### config.mk
export PLATFORM = sky130hd
export DESIGN_NAME = mp_add_seq_flat
export DESIGN_NICKNAME = d
export VERILOG_FILES = /design/src/rtl/mp_add_seq_pkg.sv /design/src/rtl/mp_add_seq_if.sv /design/src/rtl/mp_add_seq_add16_reg.sv /design/src/rtl/mp_add_seq.sv /design/src/flat_wrapper.sv
export SDC_FILE = /design/constraint.sdc
export NUM_CORES = 1
export LEC_CHECK = 0
export ABC_CLOCK_PERIOD_IN_PS = 5100
export BUFFER_PORTS_ARGS = -buffer_cell sky130_fd_sc_hd__buf_2
export CORE_MARGIN = 2
export CORE_UTILIZATION = 40
export DETAILED_ROUTE_END_ITERATION = 10
export HOLD_SLACK_MARGIN = 0.03
export PLACE_DENSITY = 0.65
export SETUP_SLACK_MARGIN = 0.1
export SYNTH_ARGS = -nofsm -noshare
export SYNTH_HDL_FRONTEND = slang
export SYNTH_SLANG_ARGS = --single-unit
export TNS_END_PERCENT = 100
### constraint.sdc
create_clock -name clk -period 5.1 [get_ports clk]
set_clock_uncertainty 0.15 [all_clocks]
set_input_delay 0.255 -clock clk [delete_from_list [all_inputs] [get_ports clk]]
set_output_delay 0.255 -clock clk [all_outputs]
set_load 0.01 [all_outputs]
### src/rtl/mp_add_seq_pkg.sv
// Shared types and constants for the multi-precision add sequencer.
// Limb width, FSM state encoding and a limb extraction helper.
package mp_add_pkg;

    localparam int LIMB_W      = 16;
    localparam int ADD_LAT_DEF = 2;
    localparam int MAX_W       = 1024;

    typedef enum logic [1:0] {
        IDLE,
        ISSUE,
        WAIT,
        DONE
    } state_e;

    // Operands are zero-extended to MAX_W by the caller so one helper serves any WORDS.
    function automatic logic [LIMB_W-1:0] limb_sel(input logic [MAX_W-1:0] v,
                                                   input int unsigned       k);
        logic [MAX_W-1:0] t;
        t = v >> (LIMB_W * k);
        return t[LIMB_W-1:0];
    endfunction

endpackage

### src/rtl/mp_add_seq_if.sv
// Operand/result handshake bundle for mp_add_seq; op_sub exists only when
// MPADD_SUB_EN is defined.
interface mp_add_seq_if
    import mp_add_pkg::*;
#(
    parameter int WORDS = 4
);
    localparam int W = LIMB_W * WORDS;

    logic         in_valid;
    logic         in_ready;
    logic [W-1:0] a;
    logic [W-1:0] b;
    logic         cin;
    logic         res_valid;
    logic         res_ready;
    logic [W-1:0] sum;
    logic         cout;
`ifdef MPADD_SUB_EN
    logic         op_sub;

    modport master (output in_valid, a, b, cin, op_sub, res_ready,
                    input  in_ready, res_valid, sum, cout);
    modport slave  (input  in_valid, a, b, cin, op_sub, res_ready,
                    output in_ready, res_valid, sum, cout);
`else
    modport master (output in_valid, a, b, cin, res_ready,
                    input  in_ready, res_valid, sum, cout);
    modport slave  (input  in_valid, a, b, cin, res_ready,
                    output in_ready, res_valid, sum, cout);
`endif

endinterface

### src/rtl/mp_add_seq_add16_reg.sv
// 16-bit adder slice with registered inputs and registered outputs (2-cycle latency).
// No reset: the sequencer decides when the outputs are meaningful.
module add16_reg (
    input  logic        clk,
    input  logic [15:0] a_i,
    input  logic [15:0] b_i,
    input  logic        ci_i,
    output logic [15:0] s_o,
    output logic        co_o
);
    logic [15:0] a_q;
    logic [15:0] b_q;
    logic        ci_q;
    logic [15:0] s_q;
    logic        co_q;

    always_ff @(posedge clk) begin
        a_q          <= a_i;
        b_q          <= b_i;
        ci_q         <= ci_i;
        {co_q, s_q}  <= 17'(a_q) + 17'(b_q) + 17'(ci_q);
    end

    assign s_o  = s_q;
    assign co_o = co_q;

endmodule

### src/rtl/mp_add_seq.sv
// Multi-precision add sequencer: WORDS limbs through one shared add16_reg, LS limb first.
// Optional subtract mode under MPADD_SUB_EN (op_sub inverts B and forces carry-in to 1).
module mp_add_seq
    import mp_add_pkg::*;
#(
    parameter int WORDS   = 4,
    parameter int ADD_LAT = ADD_LAT_DEF
) (
    input  logic        clk,
    input  logic        rst_n,
    mp_add_seq_if.slave bus
);
    localparam int W  = LIMB_W * WORDS;
    localparam int KW = (WORDS > 1) ? $clog2(WORDS) : 1;
    localparam int CW = $clog2(ADD_LAT + 1);

    state_e          state_q, state_d;
    logic [KW-1:0]   k_q, k_d;
    logic [CW-1:0]   cnt_q, cnt_d;
    logic [W-1:0]    a_q, a_d;
    logic [W-1:0]    b_q, b_d;
    logic            cin_q, cin_d;
    logic [W-1:0]    sum_q, sum_d;
    logic            cout_q, cout_d;

    logic [LIMB_W-1:0] sl_a, sl_b, sl_s;
    logic              sl_ci, sl_co;
    logic              cap_en;
    logic [KW-1:0]     cap_idx;
    logic              in_ready, res_valid;
    logic [W-1:0]      b_acc;
    logic              cin_acc;

    always_comb begin
`ifdef MPADD_SUB_EN
        b_acc   = bus.op_sub ? ~bus.b : bus.b;
        cin_acc = bus.op_sub ? 1'b1 : bus.cin;
`else
        b_acc   = bus.b;
        cin_acc = bus.cin;
`endif
    end

    always_comb begin
        state_d   = state_q;
        k_d       = k_q;
        cnt_d     = cnt_q;
        a_d       = a_q;
        b_d       = b_q;
        cin_d     = cin_q;
        sum_d     = sum_q;
        cout_d    = cout_q;
        sl_a      = '0;
        sl_b      = '0;
        sl_ci     = 1'b0;
        cap_en    = 1'b0;
        cap_idx   = k_q;
        in_ready  = 1'b0;
        res_valid = 1'b0;

        case (state_q)
            IDLE: begin
                in_ready = 1'b1;
                if (bus.in_valid) begin
                    a_d     = bus.a;
                    b_d     = b_acc;
                    cin_d   = cin_acc;
                    k_d     = '0;
                    cnt_d   = '0;
                    state_d = ISSUE;
                end
            end
            ISSUE: begin
                sl_a    = limb_sel(MAX_W'(a_q), 32'(k_q));
                sl_b    = limb_sel(MAX_W'(b_q), 32'(k_q));
                // The previous limb's result is visible now: chain its carry and store it.
                sl_ci   = (k_q == '0) ? cin_q : sl_co;
                cap_en  = (k_q != '0);
                cap_idx = k_q - KW'(1);
                cnt_d   = '0;
                state_d = WAIT;
            end
            WAIT: begin
                if (cnt_q == CW'(ADD_LAT - 1)) begin
                    cap_en  = 1'b1;
                    state_d = DONE;
                end else if (cnt_q == CW'(ADD_LAT - 2) && k_q != KW'(WORDS - 1)) begin
                    k_d     = k_q + KW'(1);
                    state_d = ISSUE;
                end else begin
                    cnt_d   = cnt_q + CW'(1);
                end
            end
            DONE: begin
                res_valid = 1'b1;
                if (bus.res_ready) begin
                    state_d = IDLE;
                end
            end
            default: state_d = IDLE;
        endcase

        if (cap_en) begin
            sum_d[LIMB_W*cap_idx +: LIMB_W] = sl_s;
            cout_d                          = sl_co;
        end
    end

    always_ff @(posedge clk) begin
        if (!rst_n) begin
            state_q <= IDLE;
            k_q     <= '0;
            cnt_q   <= '0;
            a_q     <= '0;
            b_q     <= '0;
            cin_q   <= 1'b0;
            sum_q   <= '0;
            cout_q  <= 1'b0;
        end else begin
            state_q <= state_d;
            k_q     <= k_d;
            cnt_q   <= cnt_d;
            a_q     <= a_d;
            b_q     <= b_d;
            cin_q   <= cin_d;
            sum_q   <= sum_d;
            cout_q  <= cout_d;
        end
    end

    add16_reg u_slice (
        .clk  (clk),
        .a_i  (sl_a),
        .b_i  (sl_b),
        .ci_i (sl_ci),
        .s_o  (sl_s),
        .co_o (sl_co)
    );

    assign bus.in_ready  = in_ready;
    assign bus.res_valid = res_valid;
    assign bus.sum       = sum_q;
    assign bus.cout      = cout_q;

endmodule

### src/flat_wrapper.sv
// flat-port wrapper written by rule: the top's interface ports become plain ports
module mp_add_seq_flat import mp_add_pkg::*;
#(
    parameter int WORDS   = 4,
    parameter int ADD_LAT = ADD_LAT_DEF
)
  (clk, rst_n, bus_in_valid, bus_a, bus_b, bus_cin, bus_res_ready, bus_in_ready, bus_res_valid, bus_sum, bus_cout);
  mp_add_seq_if #(.WORDS(WORDS)) bus_i ();
  input  logic clk;
  input  logic rst_n;
  input wire logic [$bits(bus_i.in_valid)-1:0] bus_in_valid;
  input wire logic [$bits(bus_i.a)-1:0] bus_a;
  input wire logic [$bits(bus_i.b)-1:0] bus_b;
  input wire logic [$bits(bus_i.cin)-1:0] bus_cin;
  input wire logic [$bits(bus_i.res_ready)-1:0] bus_res_ready;
  output wire logic [$bits(bus_i.in_ready)-1:0] bus_in_ready;
  output wire logic [$bits(bus_i.res_valid)-1:0] bus_res_valid;
  output wire logic [$bits(bus_i.sum)-1:0] bus_sum;
  output wire logic [$bits(bus_i.cout)-1:0] bus_cout;
  assign bus_i.in_valid = bus_in_valid;
  assign bus_i.a = bus_a;
  assign bus_i.b = bus_b;
  assign bus_i.cin = bus_cin;
  assign bus_i.res_ready = bus_res_ready;
  assign bus_in_ready = bus_i.in_ready;
  assign bus_res_valid = bus_i.res_valid;
  assign bus_sum = bus_i.sum;
  assign bus_cout = bus_i.cout;
  mp_add_seq #(.WORDS(WORDS), .ADD_LAT(ADD_LAT)) u_core (.clk(clk), .rst_n(rst_n), .bus(bus_i));
endmodule
==> impl_metrics.ini, run 1 <==
[outcome]
status = finished, final reports clean

[clock_network]
root_buffer = clkbuf_16
clk_latency_ns = 0.54
clock_path_buffers = 3
cts_max_level = 1
path_clk_slew_ns = 0.06
cts_buffers = 26
cts_setup_buffers = 0
cts_tree = done
cts_sinks = 250

[sta]
grt_setup_unrepaired = false
hold_viol = 0
fmax_ghz = 0.285
period_share_pct = 68.8
fin_setup_tns_ns = 0
slew_viol_final = 0
slew-limit-headroom_pct = 26.6
setup_ws_ns = 1.59
post-route-min-period_ns = 3.51
setup_violations = 0
tightest_slew_ns = 1.10

[global_route]
track_usage_pct = 21.0
grt_first_pass_wirelength_mm = 44.9
grt_pass1_vias = 8669
grt_max_degree = 134
antenna_found_initial = 0
overflow = 0

[die]
core_sq_um = 25000
die_area_sq_um = 26600
ios = 200
rows = 58
die_w_um = 163
die_y_um = 163
start_util_pct = 40.5

[setup_path]
r2r_end = u_core.bus.sum[30]$_SDFFE_PN0P_
cp.required_ns = 5.39
regToRegSetupSlack_ns = 1.59
worstPathArrival_ns = 3.80
crit-reg2reg-launch = u_core.state_q[1]$_SDFFE_PN0P_
crit_path_end = u_core.bus.sum[30]$_SDFFE_PN0P_
worstSetupStartpointType = register
worstSetupStartpoint = u_core.state_q[1]$_SDFFE_PN0P_
worstPathCellList = inv_1, ha_1, nor2_1, a21oi_1, inv_1, ha_1, nor3_2, nand3_1, a21oi_1
reg2reg_depth = 9
slowest_stage = ha_1
critPathMaxStageDelay_ns = 0.88
path_class = register to register
worst_setup_path_end_kind = register
path_max_fanout = 37

[placement]
place_congestion = 0.814
io_buffers = 199
pre_cts_ws_ns = 1.59
place_hpwl_mm = 17.6

[logic_synthesis]
yosys.area.top_type = dfxtp_1
ys_ff_latch = 250
ys_warn_count = 0
synth_top_area_share_pct = 49.3
syn_area_sq_um = 10100
synth_edf_count = 0
avgSynthCellArea_sq_um = 8.82
synthTopCellsByArea = dfxtp_1 (49%), nand2_1 (13%), a21oi_1 (10%), mux4_2 (7.1%), ha_1 (3.5%)
syn_inst = 1150
synthTopCellsByCount = nand2_1 (341), dfxtp_1 (250), a21oi_1 (211)
yosysMostFrequentCell = nand2_1
synth_cell_types = 49
async_flop_share_pct = 0
synth_nets = 1313
synth_ff_type = dfxtp_1
ys_seq_area_share_pct = 49.3

[route]
dr.first_iter.drc_count = 793
met2_length_mm = 13.3
highest_layer = met4
dr_total_vias = 9078
ant_nets = 0
wl_met3_mm = 1.80
drc = 0
viasPerCell = 5.09
wirelength_mm = 28.6
firstDrtPassIters = 5
wl_per_cell_um = 16.0
wl_met1_mm = 12.6

[worst_hold_path]
hold_path.class = input port to register

[power]
p_per_area_nw_per_um2 = 378
power.leakage_uw = 0.00540
irDropWorstVdd_v = 0.000268

[flow_run]
max_cap_viol_count = 0

[layout]
drive_above_1_share_pct = 20.0
nets = 1595
areaGrowthSynthToFinish_pct = 31.1
nFillCells = 2231
n_antenna_cell = 0
[placed cells by master, fill, tap and decap left out, drive strengths merged, types with 28 or more instances in the layout]
| master | Yosys | layout |
|---|---|---|
| a21oi | 211 | 211 |
| and2 | 37 | 37 |
| buf | 25 | 204 |
| clkbuf | 55 | 39 |
| dfxtp | 250 | 250 |
| dlygate4sd3 | 0 | 130 |
| ha | 28 | 28 |
| mux4 | 32 | 32 |
| nand2 | 342 | 342 |
| nand3 | 67 | 67 |
[per-stage QoR]
stage                     instance area (sq um)  total power, uW  instances  utilization (%)  hold WS [ns]
after floorplan                           10100             2980       1150                -         0.241
after global placement                    11200             3180       1604             44.7         0.288
after detailed placement                  11200             3190       1604             44.7         0.293
after CTS                                 13300             5040       1782             53.1         0.202
after global routing                      13300             5260       1782             53.1         0.270
final                                     13300             5020       1782             53.1         0.187
[cells by family after synthesis]
kind of cell	synth area share, %
flops	49.3
fa+ha+maj	3.85
mux	7.50
xor+xnor	1.13
buf+inv	4.61
compound gates	13.3
simple gates	20.2
[critical path, delay by kind of cell (launching register included)]
kind	cells	cell delay [ns]
and+or+nand+nor	3	1.01
adders and majority gates	2	1.21
buffers and inverters	2	0.22
AOI/OAI and AO/OA	2	0.48
DFF	1	0.35
[worst min path at each step]
stage                                                from                         endpoint  slack (ns)  cells after the start
after floorplan                                  bus_a[0]       u_core.a_q[0]$_SDFFE_PN0P_        0.24                      2
after global placement    u_core.bus.sum[37]$_SDFFE_PN0P_  u_core.bus.sum[37]$_SDFFE_PN0P_        0.29                      2
after detailed placement  u_core.bus.sum[53]$_SDFFE_PN0P_  u_core.bus.sum[53]$_SDFFE_PN0P_        0.29                      2
after CTS                                           rst_n     u_core.cnt_q[0]$_SDFFE_PN0P_        0.20                      3
after global routing                                rst_n     u_core.cnt_q[0]$_SDFFE_PN0P_        0.27                      3
final                                               rst_n     u_core.cnt_q[0]$_SDFFE_PN0P_        0.19                      3
[cell type report]
type                            count  area [sq um]  share of cell area [%]
Inverter                           14          60.1                   0.452
Clock buffer                       39           739                    5.56
Multi-Input combinational cell    806          4680                    35.2
Tap cell                          330           413                    3.10
Clock inverter                      9          66.3                   0.499
Sequential cell                   250          5010                    37.6
Timing Repair Buffer              334          2330                    17.6
[registers in the layout, indices dropped and copies added, names as in the netlist, 16 cells and up]
name / cells
u_core.u_slice.s_o: 16
u_core.b_q: 64
u_core.u_slice.a_q: 16
u_core.u_slice.b_q: 16
u_core.bus.sum: 64
u_core.a_q: 64
[what timing repair did]
action | in CTS | in global routing
gates resized for setup | 0 | 0
endpoints found under the hold margin | 130 | 0
hold buffers | 130 | 0
[per-layer routing]
| metal | global-route usage, % | vias to the layer above |
|---|---|---|
| met1 | 28.1 | 4202 |
| met2 | 34.9 | 357 |
| met4 | 7.16 | 0 |
| li1 | - | 4455 |
| met5 | 0 | - |
| met3 | 3.02 | 64 |
[power by group]
part           leakage, uW  switching [uW]  internal (uW)
clock network     0.000383             772           1010
registers          0.00204             124           2130
logic              0.00298             599            390
total              0.00540            1500           3530
(Power assumes the default switching activity.)
==> run 2, diff against run 1 <==
--- a/config.mk
+++ b/config.mk
@@ -5,7 +5,7 @@
 export SDC_FILE = /design/constraint.sdc
 export NUM_CORES = 1
 export LEC_CHECK = 0
-export ABC_CLOCK_PERIOD_IN_PS = 5100
+export ABC_CLOCK_PERIOD_IN_PS = 3300
 export BUFFER_PORTS_ARGS = -buffer_cell sky130_fd_sc_hd__buf_2
 export CORE_MARGIN = 2
 export CORE_UTILIZATION = 40
==> constraint.sdc (replaced) <==
create_clock -name clk -period 3.3 [get_ports clk]
set_clock_uncertainty 0.15 [all_clocks]
set_input_delay 0.165 -clock clk [delete_from_list [all_inputs] [get_ports clk]]
set_output_delay 0.165 -clock clk [all_outputs]
set_load 0.01 [all_outputs]
==> impl_metrics.ini, run 2 (synthesis results as in run 1) <==
[layout]
n_antenna_cell = 0
fin_cells = 1786
drive_above_1_share_pct = 20.7
nets = 1601
layout_commonest_cell = nand2_1
areaGrowthSynthToFinish_pct = 33.2
final_cell_mix = nand2_1 (340), dfxtp_1 (248), a21oi_1 (211), buf_2 (199), dlygate4sd3_1 (130)
nFillCells = 2252

[clock_network]
cts-resized-gates = 0
cts_sinks = 250
root_buffer = clkbuf_16
cts_buffers = 27
cts_tree = done
path_clk_slew_ns = 0.06
clock_path_buffers = 3
clk_latency_ns = 0.54
cts_max_level = 1

[placement]
place_congestion = 0.805
placed_cells_incl_taps = 1609
pre_cts_ws_ns = 0.650
io_buffers = 199
place_hpwl_mm = 17.8

[sta]
fmax_ghz = 0.371
setup_ws_ns = 0.606
grt_setup_unrepaired = false
hold_viol = 0
slew_viol_final = 0
period_share_pct = 81.6
whs_ns = 0.0258
fin_setup_tns_ns = 0
setup_violations = 0
slew-limit-headroom_pct = 51.5
tightest_slew_ns = 0.728
post-route-min-period_ns = 2.69

[setup_path]
path_class = register to register
worst_setup_path_end_kind = register
worstPathArrival_ns = 2.99
slowest_stage = nor3b_4
worstPathCellList = inv_1, ha_1, a21oi_1, inv_1, ha_1, nor3b_4, nand3_1, a21oi_1
path_max_fanout = 16
critPathMaxStageDelay_ns = 0.61
cp.required_ns = 3.60
worstSetupStartpointType = register

[power]
irDropWorstVdd_v = 0.000495
p_per_area_nw_per_um2 = 606
finalPower_uw = 8190
power.leakage_uw = 0.00551

[route]
wirelength_mm = 28.2
ant_nets = 0
dr.first_iter.drc_count = 691
met2_length_mm = 13.1
viasPerCell = 5.05
wl_met1_mm = 12.6
highest_layer = met4
wl_met3_mm = 1.69
drc = 0
firstDrtPassIters = 6
dr_total_vias = 9015
wl_per_cell_um = 15.8

[die]
ios = 200
die_area_sq_um = 26600
rows = 58
core_sq_um = 25000
die_y_um = 163
die_w_um = 163
start_util_pct = 40.5

[worst_hold_path]
hold_path.class = input port to register

[global_route]
grt_pass1_vias = 8649
grt_first_pass_wirelength_mm = 44.4
antenna_found_initial = 0
overflow = 0
grt_max_degree = 97
track_usage_pct = 20.7

[flow_run]
max_cap_viol_count = 0

[outcome]
status = finished, final reports clean
run 2: cell count changes in the layout (fill, tap and decap cells not counted):
cell / change
buf_12: +3
inv_6: +1
buf_4: +2
clkinv_2: +1
clkinvlp_4: -3
bufinv_16: +4
clkbuf_1: -7
clkinv_4: +2
clkbuf_16: +1
clkinv_8: -1
inv_16: +1
run 2: final timing paths:
check,from,endpoint,slack (ns),cells past startpoint
setup / recovery,u_core.state_q[1]$_SDFFE_PN0P_,u_core.bus.sum[61]$_SDFFE_PN0P_,0.61,8
hold / removal,rst_n,u_core.cnt_q[0]$_SDFFE_PN0P_,0.03,3
setup reg to reg,u_core.state_q[1]$_SDFFE_PN0P_,u_core.bus.sum[61]$_SDFFE_PN0P_,0.61,8
hold reg to reg,u_core.bus.sum[17]$_SDFFE_PN0P_,u_core.bus.sum[17]$_SDFFE_PN0P_,0.30,2
run 2: cell type report:
cell class | count | area (sq um) | share of cell area, %
Clock buffer | 33 | 738 | 5.47
Clock inverter | 14 | 199 | 1.47
Inverter | 14 | 60.1 | 0.445
Multi-Input combinational cell | 806 | 4680 | 34.6
Sequential cell | 250 | 5010 | 37.1
Tap cell | 330 | 413 | 3.06
Timing Repair Buffer | 339 | 2410 | 17.8
run 2: report_power, final:
group          total, uW  internal (uW)  switching [uW]
combinational       1570            632             934
sequential          3490           3300             195
clock               3130           1910            1220
run 2: repair_timing:
item                      CTS  global route
hold buffers              130             0
setup buffers               0             0
hold endpoints to repair  131             0
run 2: worst max-delay path: cells and delay by family (launching register included):
family	cells	cell delay, ns
AO/OA/AOI/OAI	2	0.49
buffers and inverters	2	0.23
flip-flops	1	0.39
AND/OR/NAND/NOR	2	0.76
adder cells (fa/ha/maj)	2	0.60
run 2: routing by layer:
| metal | track usage (%) | vias to the layer above |
|---|---|---|
| met2 | 34.9 | 314 |
| li1 | - | 4469 |
| met4 | 6.19 | 0 |
| met5 | 0 | - |
| met3 | 2.84 | 52 |
| met1 | 27.6 | 4180 |
run 2: stage by stage:
stage / util [%] / cell area (sq um)
floorplan: - / 10100
global placement: 45.0 / 11300
detailed placement: 45.0 / 11300
CTS: 53.9 / 13500
global route: 53.9 / 13500
finish: 53.9 / 13500
